## config.mk

```make
export PLATFORM = sky130hd
export DESIGN_NAME = pixel_array_readout_flat
export DESIGN_NICKNAME = d
export VERILOG_FILES = /design/src/rtl/pixel_array_readout_if.sv /design/src/rtl/pixel_array_readout.sv /design/src/flat_wrapper.sv
export SDC_FILE = /design/constraint.sdc
export NUM_CORES = 1
export LEC_CHECK = 0
export ABC_AREA = 1
export CAP_MARGIN = 20
export CORE_ASPECT_RATIO = 1.25
export CORE_MARGIN = 2
export CORE_UTILIZATION = 46
export CTS_CLUSTER_DIAMETER = 30
export DETAILED_ROUTE_END_ITERATION = 10
export PLACE_DENSITY = 0.79
export SKIP_CTS_REPAIR_TIMING = 1
export SYNTH_ARGS = -nofsm -noshare
export SYNTH_HDL_FRONTEND = slang
export SYNTH_SLANG_ARGS = --single-unit
```

## constraint.sdc

```tcl
create_clock -name CLK -period 1.5 [get_ports CLK]
set_input_delay 0.375 -clock CLK [delete_from_list [all_inputs] [get_ports CLK]]
set_output_delay 0.375 -clock CLK [all_outputs]
set_load 0.02 [all_outputs]
```

## src/rtl/pixel_array_readout_if.sv

```systemverilog
// Stream and array-side signal bundle for the row-scanning pixel readout sequencer.
// The master modport is the sequencer; the slave modport is the array/downstream side.
interface pixel_array_readout_if #(
   parameter int PIXEL_ARRAY_HEIGHT = 2,
   parameter int PIXEL_ARRAY_WIDTH  = 2,
   parameter int PIXEL_BITS         = 8
);
   localparam int RW = (PIXEL_ARRAY_HEIGHT > 1) ? $clog2(PIXEL_ARRAY_HEIGHT) : 1;
   localparam int CW = (PIXEL_ARRAY_WIDTH > 1) ? $clog2(PIXEL_ARRAY_WIDTH) : 1;

   logic                                      START;
   logic                                      MIRROR;
   logic [PIXEL_ARRAY_WIDTH*PIXEL_BITS-1:0]   DATA_IN;
   logic [PIXEL_ARRAY_HEIGHT-1:0]             READ;
   logic [PIXEL_BITS-1:0]                     PIXEL_OUT;
   logic                                      PIXEL_VALID;
   logic                                      PIXEL_READY;
   logic [RW-1:0]                             PIXEL_ROW;
   logic [CW-1:0]                             PIXEL_COL;
   logic                                      LAST_PIXEL;
   logic                                      BUSY;
   logic                                      FRAME_DONE;

   modport master (
      input  START, MIRROR, DATA_IN, PIXEL_READY,
      output READ, PIXEL_OUT, PIXEL_VALID, PIXEL_ROW, PIXEL_COL,
             LAST_PIXEL, BUSY, FRAME_DONE
   );

   modport slave (
      output START, MIRROR, DATA_IN, PIXEL_READY,
      input  READ, PIXEL_OUT, PIXEL_VALID, PIXEL_ROW, PIXEL_COL,
             LAST_PIXEL, BUSY, FRAME_DONE
   );
endinterface

```

## src/rtl/pixel_array_readout.sv

```systemverilog
// Row-scanning readout sequencer: selects each row, waits a settle time, captures the
// shared row bus and streams that row's pixels out on a valid/ready handshake.
module pixel_array_readout #(
   parameter int PIXEL_ARRAY_HEIGHT = 2,
   parameter int PIXEL_ARRAY_WIDTH  = 2,
   parameter int PIXEL_BITS         = 8,
   parameter int SETTLE_CYCLES      = 1
) (
   input  logic                          CLK,
   input  logic                          RESET,
   pixel_array_readout_if.master         bus
);
   localparam int RW = (PIXEL_ARRAY_HEIGHT > 1) ? $clog2(PIXEL_ARRAY_HEIGHT) : 1;
   localparam int CW = (PIXEL_ARRAY_WIDTH > 1) ? $clog2(PIXEL_ARRAY_WIDTH) : 1;
   localparam int SW = (SETTLE_CYCLES > 1) ? $clog2(SETTLE_CYCLES) : 1;
   localparam int DW = PIXEL_ARRAY_WIDTH * PIXEL_BITS;

   localparam logic [RW-1:0] LAST_ROW    = RW'(PIXEL_ARRAY_HEIGHT - 1);
   localparam logic [CW-1:0] LAST_COL    = CW'(PIXEL_ARRAY_WIDTH - 1);
   localparam logic [SW-1:0] SETTLE_LAST = SW'(SETTLE_CYCLES - 1);

   typedef enum logic [1:0] {
      IDLE    = 2'd0,
      SELECT  = 2'd1,
      CAPTURE = 2'd2,
      SHIFT   = 2'd3
   } state_t;

   state_t          state_reg, state_next;
   logic [RW-1:0]   row_reg, row_next;
   logic [CW-1:0]   col_reg, col_next;
   logic [SW-1:0]   settle_reg, settle_next;
   logic            mirror_reg, mirror_next;
   logic [DW-1:0]   row_data_reg, row_data_next;
   logic            frame_done_reg, frame_done_next;

   logic                     row_active;
   logic                     in_shift;
   logic [CW-1:0]            final_col;
   logic                     at_final_col;
   logic                     at_last_row;
   logic [PIXEL_BITS-1:0]    pixels [PIXEL_ARRAY_WIDTH];
   logic [PIXEL_BITS-1:0]    pixel_sel;
   logic [PIXEL_ARRAY_HEIGHT-1:0] read_bits;

   assign row_active   = (state_reg == SELECT) || (state_reg == CAPTURE);
   assign in_shift     = (state_reg == SHIFT);
   // Mirrored frames walk from the top column down, so the row ends at column 0.
   assign final_col    = mirror_reg ? '0 : LAST_COL;
   assign at_final_col = (col_reg == final_col);
   assign at_last_row  = (row_reg == LAST_ROW);

   generate
      for (genvar gi = 0; gi < PIXEL_ARRAY_WIDTH; gi++) begin : g_pix
         assign pixels[gi] = row_data_reg[gi*PIXEL_BITS +: PIXEL_BITS];
      end
      for (genvar gi = 0; gi < PIXEL_ARRAY_HEIGHT; gi++) begin : g_read
         assign read_bits[gi] = row_active && (row_reg == RW'(gi));
      end
   endgenerate

   always_comb begin
      pixel_sel = '0;
      for (int c = 0; c < PIXEL_ARRAY_WIDTH; c++) begin
         if (col_reg == CW'(c)) begin
            pixel_sel = pixels[c];
         end
      end
   end

   always_ff @(posedge CLK or posedge RESET) begin
      if (RESET) begin
         state_reg      <= IDLE;
         row_reg        <= '0;
         col_reg        <= '0;
         settle_reg     <= '0;
         mirror_reg     <= 1'b0;
         row_data_reg   <= '0;
         frame_done_reg <= 1'b0;
      end else begin
         state_reg      <= state_next;
         row_reg        <= row_next;
         col_reg        <= col_next;
         settle_reg     <= settle_next;
         mirror_reg     <= mirror_next;
         row_data_reg   <= row_data_next;
         frame_done_reg <= frame_done_next;
      end
   end

   always_comb begin
      state_next      = state_reg;
      row_next        = row_reg;
      col_next        = col_reg;
      settle_next     = settle_reg;
      mirror_next     = mirror_reg;
      row_data_next   = row_data_reg;
      frame_done_next = 1'b0;

      case (state_reg)
         IDLE: begin
            if (bus.START) begin
               state_next  = SELECT;
               row_next    = '0;
               col_next    = '0;
               settle_next = '0;
               mirror_next = bus.MIRROR;
            end
         end

         SELECT: begin
            if (settle_reg == SETTLE_LAST) begin
               state_next = CAPTURE;
            end else begin
               settle_next = settle_reg + SW'(1);
            end
         end

         CAPTURE: begin
            state_next    = SHIFT;
            row_data_next = bus.DATA_IN;
            col_next      = mirror_reg ? LAST_COL : '0;
         end

         SHIFT: begin
            if (bus.PIXEL_READY) begin
               if (at_final_col) begin
                  if (at_last_row) begin
                     state_next      = IDLE;
                     frame_done_next = 1'b1;
                     row_next        = '0;
                     col_next        = '0;
                  end else begin
                     state_next  = SELECT;
                     row_next    = row_reg + RW'(1);
                     settle_next = '0;
                  end
               end else begin
                  col_next = mirror_reg ? (col_reg - CW'(1)) : (col_reg + CW'(1));
               end
            end
         end

         default: begin
            state_next = IDLE;
         end
      endcase
   end

   // Every output is decoded from registered state only; back-pressure simply freezes it.
   assign bus.READ        = read_bits;
   assign bus.PIXEL_VALID = in_shift;
   assign bus.PIXEL_OUT   = in_shift ? pixel_sel : '0;
   assign bus.PIXEL_ROW   = row_reg;
   assign bus.PIXEL_COL   = col_reg;
   assign bus.LAST_PIXEL  = in_shift && at_last_row && at_final_col;
   assign bus.BUSY        = (state_reg != IDLE);
   assign bus.FRAME_DONE  = frame_done_reg;
endmodule
```

## src/flat_wrapper.sv

```systemverilog
// flat-port wrapper written by rule: the top's interface ports become plain ports
module pixel_array_readout_flat 
#(
   parameter int PIXEL_ARRAY_HEIGHT = 2,
   parameter int PIXEL_ARRAY_WIDTH  = 2,
   parameter int PIXEL_BITS         = 8,
   parameter int SETTLE_CYCLES      = 1
)
  (CLK, RESET, bus_START, bus_MIRROR, bus_DATA_IN, bus_PIXEL_READY, bus_READ, bus_PIXEL_OUT, bus_PIXEL_VALID, bus_PIXEL_ROW, bus_PIXEL_COL, bus_LAST_PIXEL, bus_BUSY, bus_FRAME_DONE);
  pixel_array_readout_if #(.PIXEL_ARRAY_HEIGHT(PIXEL_ARRAY_HEIGHT), .PIXEL_ARRAY_WIDTH(PIXEL_ARRAY_WIDTH), .PIXEL_BITS(PIXEL_BITS)) bus_i ();
  input  logic CLK;
  input  logic RESET;
  input wire logic [$bits(bus_i.START)-1:0] bus_START;
  input wire logic [$bits(bus_i.MIRROR)-1:0] bus_MIRROR;
  input wire logic [$bits(bus_i.DATA_IN)-1:0] bus_DATA_IN;
  input wire logic [$bits(bus_i.PIXEL_READY)-1:0] bus_PIXEL_READY;
  output wire logic [$bits(bus_i.READ)-1:0] bus_READ;
  output wire logic [$bits(bus_i.PIXEL_OUT)-1:0] bus_PIXEL_OUT;
  output wire logic [$bits(bus_i.PIXEL_VALID)-1:0] bus_PIXEL_VALID;
  output wire logic [$bits(bus_i.PIXEL_ROW)-1:0] bus_PIXEL_ROW;
  output wire logic [$bits(bus_i.PIXEL_COL)-1:0] bus_PIXEL_COL;
  output wire logic [$bits(bus_i.LAST_PIXEL)-1:0] bus_LAST_PIXEL;
  output wire logic [$bits(bus_i.BUSY)-1:0] bus_BUSY;
  output wire logic [$bits(bus_i.FRAME_DONE)-1:0] bus_FRAME_DONE;
  assign bus_i.START = bus_START;
  assign bus_i.MIRROR = bus_MIRROR;
  assign bus_i.DATA_IN = bus_DATA_IN;
  assign bus_i.PIXEL_READY = bus_PIXEL_READY;
  assign bus_READ = bus_i.READ;
  assign bus_PIXEL_OUT = bus_i.PIXEL_OUT;
  assign bus_PIXEL_VALID = bus_i.PIXEL_VALID;
  assign bus_PIXEL_ROW = bus_i.PIXEL_ROW;
  assign bus_PIXEL_COL = bus_i.PIXEL_COL;
  assign bus_LAST_PIXEL = bus_i.LAST_PIXEL;
  assign bus_BUSY = bus_i.BUSY;
  assign bus_FRAME_DONE = bus_i.FRAME_DONE;
  pixel_array_readout #(.PIXEL_ARRAY_HEIGHT(PIXEL_ARRAY_HEIGHT), .PIXEL_ARRAY_WIDTH(PIXEL_ARRAY_WIDTH), .PIXEL_BITS(PIXEL_BITS), .SETTLE_CYCLES(SETTLE_CYCLES)) u_core (.CLK(CLK), .RESET(RESET), .bus(bus_i));
endmodule
```

==> flow_summary.ini, run 1 <==
[clocking]
numCtsBuffers = 3
clock_sinks = 22
path_clk_slew_ns = 0.12
clk_latency_ns = 0.30
cts_tree = yes
clockRootBuffer = clkbuf_4
clk_path_buf_depth = 2
htreeDepth = 1

[power_and_ir_drop]
intPower_mw = 2.15
power.share.clock_pct = 7.6
pwr-share-comb_pct = 65.2
power.switching_fraction_pct = 41.8
leakage_nw = 0.919
seqPwrFrac_pct = 27.1
p_sw_mw = 1.54
peakVddDrop_mv = 1.33
power_per_cell_area_mw_per_mm2 = 2000

[global_routing]
antenna_found_initial = 0
grt_pass1_wl_um = 4710
grt.total_usage_pct = 20.5
grt-busiest-layer = met2
gr-total-overflow = 0
use_met2_pct = 38.9
grt_util_met3_pct = 3.40
grt_pass1_vias = 1125
grt_max_degree = 23
met1_usage_pct = 22.9

[yosys]
synthCells = 140
synth_cell_types = 18
yosysSeqAreaShare_pct = 45.6
synth_top_cell_area_share_pct = 45.6
synth.area.top_cells = dfrtp_1 (46%), nand2_1 (10%), ha_1 (7.3%), inv_1 (7.2%), o21ai_0 (6.6%)
synth_warnings = 0
avgSynthCellArea_sq_um = 8.62
synth_seq_cells = 22
syn_area_sq_mm = 0.00121
yosys.area.top_type = dfrtp_1
syn_nets = 168

[sta]
worst_pin_slew_ns = 0.294
fin_crit_ns = 1.79
min_period_over_period_pct = 119
maxSlewViolCount = 0
slew_headroom_pct = 80.4
fin_skew_ns = 0.00363
setup_tns_ns = -2.91
whs_ns = 0.394
fin_ws_ns = -0.285
rsz0062_at_grt = true
finalSetupViolations = 13
clock.fmax_mhz = 560
hold_viol = 0

[setup_path]
crit_path_max_fanout = 8
critPathArrivalTime_ns = 1.41
cp-start-kind = register
crit_path_end_kind = output pin
cp_data_required_time_ns = 1.12
rr_worst_depth = 5
critical_path_class = reg2out

[route]
drtAntennaViolNets = 0
via_per_inst = 4.72
drc_errors = 0
via_count = 1081
drtPass1Iterations = 4
wl_per_cell_um = 13.0
drt_wl_total_um = 2970
drtIter0Drc = 22

[hold_path]
min_path_type = in2async

[placed_design]
io_buffer_count = 36
dpl_cell_area_sq_mm = 0.00176
dp_cells = 223
hpwlAfterDp_um = 2220
routabilityCongestion = 0.870

[final_layout]
drive_gt1_share_pct = 34.7
nets = 225
final_core_util_pct = 75.3
final_cell_mix = nand2_1 (32), buf_4 (23), inv_1 (20), clkdlybuf4s50_1 (20), dfrtp_1 (20)
antennaDiodeCount = 0
layout_commonest_cell = nand2_1
largest_register_ffs = 16
final_cell_area_sq_mm = 0.00185
syn_to_final_growth_pct = 53.0
final_cells = 229

[floorplan]
core-area_sq_mm = 0.00245
ios = 37
start_util_pct = 49.2
die_y_um = 61.3
die_x_um = 49.8
die_area_sq_mm = 0.00305
rows = 20

[status]
violations = negative setup slack
status = finished with violations

[run]
drv_cap = 0
==> kinds of logic (layout without fill, tap and decap cells) <==
group	Yosys count	after routing	synth area share (%)
multiplexers	8	8	8.71
AO/OA/AOI/OAI	29	29	12.2
buffers and inverters	29	85	11.3
adder cells (fa/ha/maj)	7	7	7.26
AND/OR/NAND/NOR	45	45	14.8
flip-flops	22	22	45.6
==> synth_stat cells <==
library cell / count
ha_1: 7
o21bai_1: 1
buf_8: 1
inv_1: 23
mux2_4: 4
buf_6: 1
nor2_2: 1
nand3_1: 4
inv_2: 1
buf_4: 2
a21oi_1: 12
nor2_1: 6
buf_2: 1
nor3_1: 2
o21ai_0: 16
nand2_1: 32
dfrtp_1: 22
mux2_2: 4
==> routing by layer <==
layer | share of wire [%] | wire [um]
met5 | 0 | 0
met4 | 1.3 | 40
met3 | 5.0 | 149
met2 | 53 | 1560
met1 | 41 | 1220
==> layout make-up <==
type,instances,area (sq um)
fill,195,607
timing repair buffer,57,529
multi-input combinational,89,603
sequential,22,553
tap,33,41.3
clock buffer,4,26.3
inverter,24,92.6
==> per-stage QoR <==
step / power, mW / setup slack, ns
2_1_floorplan: 2.35 / -0.0275
3_3_place_gp: 3.14 / -0.362
3_5_place_dp: 3.25 / -0.433
4_1_cts: 3.53 / -0.781
5_1_grt: 4.00 / -0.360
6_report: 3.70 / -0.285
==> worst paths after layout <==
check                                             from                endpoint  slack (ns)
worst min register to register  u_core.row_data_reg[1]  u_core.row_data_reg[1]        0.52
min in group CLK                u_core.row_data_reg[1]  u_core.row_data_reg[1]        0.52
worst max-delay path               u_core.state_reg[1]        bus_PIXEL_OUT[1]       -0.29
max in group asynchronous                        RESET    u_core.bus.PIXEL_ROW        0.86
worst max register to register     u_core.state_reg[0]  u_core.row_data_reg[7]        0.07
worst min-delay path                             RESET  u_core.row_data_reg[2]        0.39
==> critical path, stage by stage (launching register included) <==
cell and delay [ns]:
dfrtp_1 0.41, ha_2 0.21, buf_6 0.12, o21ai_0 0.10
a21oi_2 0.11, buf_4 0.15
==> power by group through the flow <==
stage	sequential (mW)	clock (mW)	combinational, mW
floorplan	1.01	0	1.35
global route	1.04	0.315	2.64
CTS	0.993	0.284	2.25
detailed placement	1.01	0	2.24
finish	1.00	0.282	2.41
global placement	0.989	0	2.15
Note: power is estimated with default switching activity, not from simulation.
==> run 2, diff against run 1 <==
--- a/config.mk
+++ b/config.mk
@@ -9,10 +9,11 @@
 export CAP_MARGIN = 20
 export CORE_ASPECT_RATIO = 1.25
 export CORE_MARGIN = 2
-export CORE_UTILIZATION = 46
+export CORE_UTILIZATION = 48
+export CTS_BUF_LIST = sky130_fd_sc_hd__clkbuf_2
 export CTS_CLUSTER_DIAMETER = 30
 export DETAILED_ROUTE_END_ITERATION = 10
-export PLACE_DENSITY = 0.79
+export PLACE_DENSITY = 0.82
 export SKIP_CTS_REPAIR_TIMING = 1
 export SYNTH_ARGS = -nofsm -noshare
 export SYNTH_HDL_FRONTEND = slang
==> flow_summary.ini, run 2 (synthesis gave the netlist of run 1 again) <==
[final_layout]
final_cell_mix = nand2_1 (32), buf_4 (23), inv_1 (22)
drive_gt1_share_pct = 36.7
largest_register_ffs = 16
nets = 225
multi_input_area_sq_um = 631
seq_area_sq_um = 553
layout_commonest_cell = nand2_1
syn_to_final_growth_pct = 55.2
antennaDiodeCount = 0
nFillCells = 166

[setup_path]
cp-start-kind = register
timing.rr.start = u_core.state_reg[0]
cp.buffers_inverters = 3
crit_path_max_fanout = 3
critPathArrivalTime_ns = 1.47
critical_path_class = reg2out
slowest_delay_ns = 0.42
worst-path-stages = 5
cpMaxStageDelayCell = dfrtp_2
rrSetupSlack_ns = -0.01
crit_family = flip-flops
cp_data_required_time_ns = 1.12
rr_worst_depth = 8
crit_chain = inv_1 -> ha_4 -> inv_2 -> nor3_4 -> buf_6
rr_endpoint = u_core.bus.PIXEL_COL
crit_path_end_kind = output pin

[power_and_ir_drop]
peakVddDrop_mv = 1.23
p_total_mw = 3.76
power_per_cell_area_mw_per_mm2 = 2010
leakage_nw = 0.924

[route]
drc_errors = 0
via_count = 1142
drtPass1Iterations = 4
wl_per_cell_um = 13.5
drtIter0Drc = 21
via_per_inst = 4.99
drtAntennaViolNets = 0
drt_wl_total_um = 3100

[sta]
min_period_over_period_pct = 123
rsz0062_at_grt = true
fin_ws_ns = -0.345
hold_viol = 0
fin_skew_ns = 0.00115
finalSetupViolations = 15
fin_crit_ns = 1.84
setup_tns_ns = -3.63
slew_headroom_pct = 81.9
maxSlewViolCount = 0
clock.fmax_mhz = 542
worst_pin_slew_ns = 0.272

[floorplan]
die_area_sq_mm = 0.00293
rows = 20
core-area_sq_mm = 0.00240
ios = 37
die_x_um = 48.8
die_y_um = 60.0
start_util_pct = 50.2

[status]
violations = negative setup slack
status = finished with violations

[clocking]
path_clk_slew_ns = 0.20
numCtsBuffers = 3
clock_sinks = 22
clockRootBuffer = clkbuf_2
clk_latency_ns = 0.32
clk_path_buf_depth = 2
htreeDepth = 1
cts_tree = yes

[global_routing]
grt_max_degree = 18
antenna_found_initial = 0
grt_pass1_vias = 1195
grt_pass1_wl_um = 4840
grt.total_usage_pct = 21.5
gr-total-overflow = 0

[hold_path]
min_path_type = in2async

[placed_design]
io_buffer_count = 36
routabilityCongestion = 0.882
hpwlAfterDp_um = 2270

[run]
drv_cap = 0
==> run 2: changes by cell type in the layout (fill, tap and decap cells not counted), moves of 2 or more <==
cell      delta
inv_1        +2
a21oi_1      -2
clkbuf_4     -4
o21ai_2      +4
buf_6        +5
a21oi_2      +2
o21ai_0      -3
==> run 2: per-stage QoR <==
stage | setup slack [ns] | cell area (sq um) | utilization, % | instances | hold WS, ns
after floorplan | -0.0275 | 1250 | - | 140 | 0.364
after global placement | -0.383 | 1760 | 73.2 | 223 | 0.485
after detailed placement | -0.421 | 1760 | 73.2 | 223 | 0.490
final | -0.345 | 1870 | 77.9 | 229 | 0.241
after global routing | -0.436 | 1870 | 77.9 | 229 | 0.229
after CTS | -0.836 | 1780 | 74.0 | 227 | 0.238
==> run 2: worst max path at each step <==
stage,from,to
after floorplan,u_core.bus.PIXEL_COL,bus_LAST_PIXEL
after global placement,u_core.bus.PIXEL_COL,bus_LAST_PIXEL
after detailed placement,u_core.bus.PIXEL_COL,bus_LAST_PIXEL
after CTS,u_core.bus.PIXEL_COL,bus_LAST_PIXEL
after global routing,u_core.state_reg[1],bus_LAST_PIXEL
final,u_core.bus.PIXEL_COL,bus_LAST_PIXEL
==> run 2: power by group <==
group          internal (mW)  total (mW)  leakage (nW)  switching (mW)
logic                   1.20        2.50         0.645            1.30
clock network         0.0580       0.235        0.0140           0.177
registers              0.868        1.02         0.265           0.149
==> run 2: cell type report <==
class	instances	share of cell area, %
clock buffer	3	0.802
clock inverter	1	0.201
inverter	24	4.81
multi-input combinational	89	33.7
sequential	22	29.5
tap	33	2.21
timing repair buffer	57	28.7
==> run 2: layer usage <==
metal | share of wire (%) | vias up | GRT usage, %
li1 | - | 553 | -
met1 | 38 | 540 | 21.6
met2 | 55 | 41 | 41.7
met3 | 4.7 | 8 | 4.50
met4 | 2.6 | 0 | 11.8
met5 | 0 | - | 0
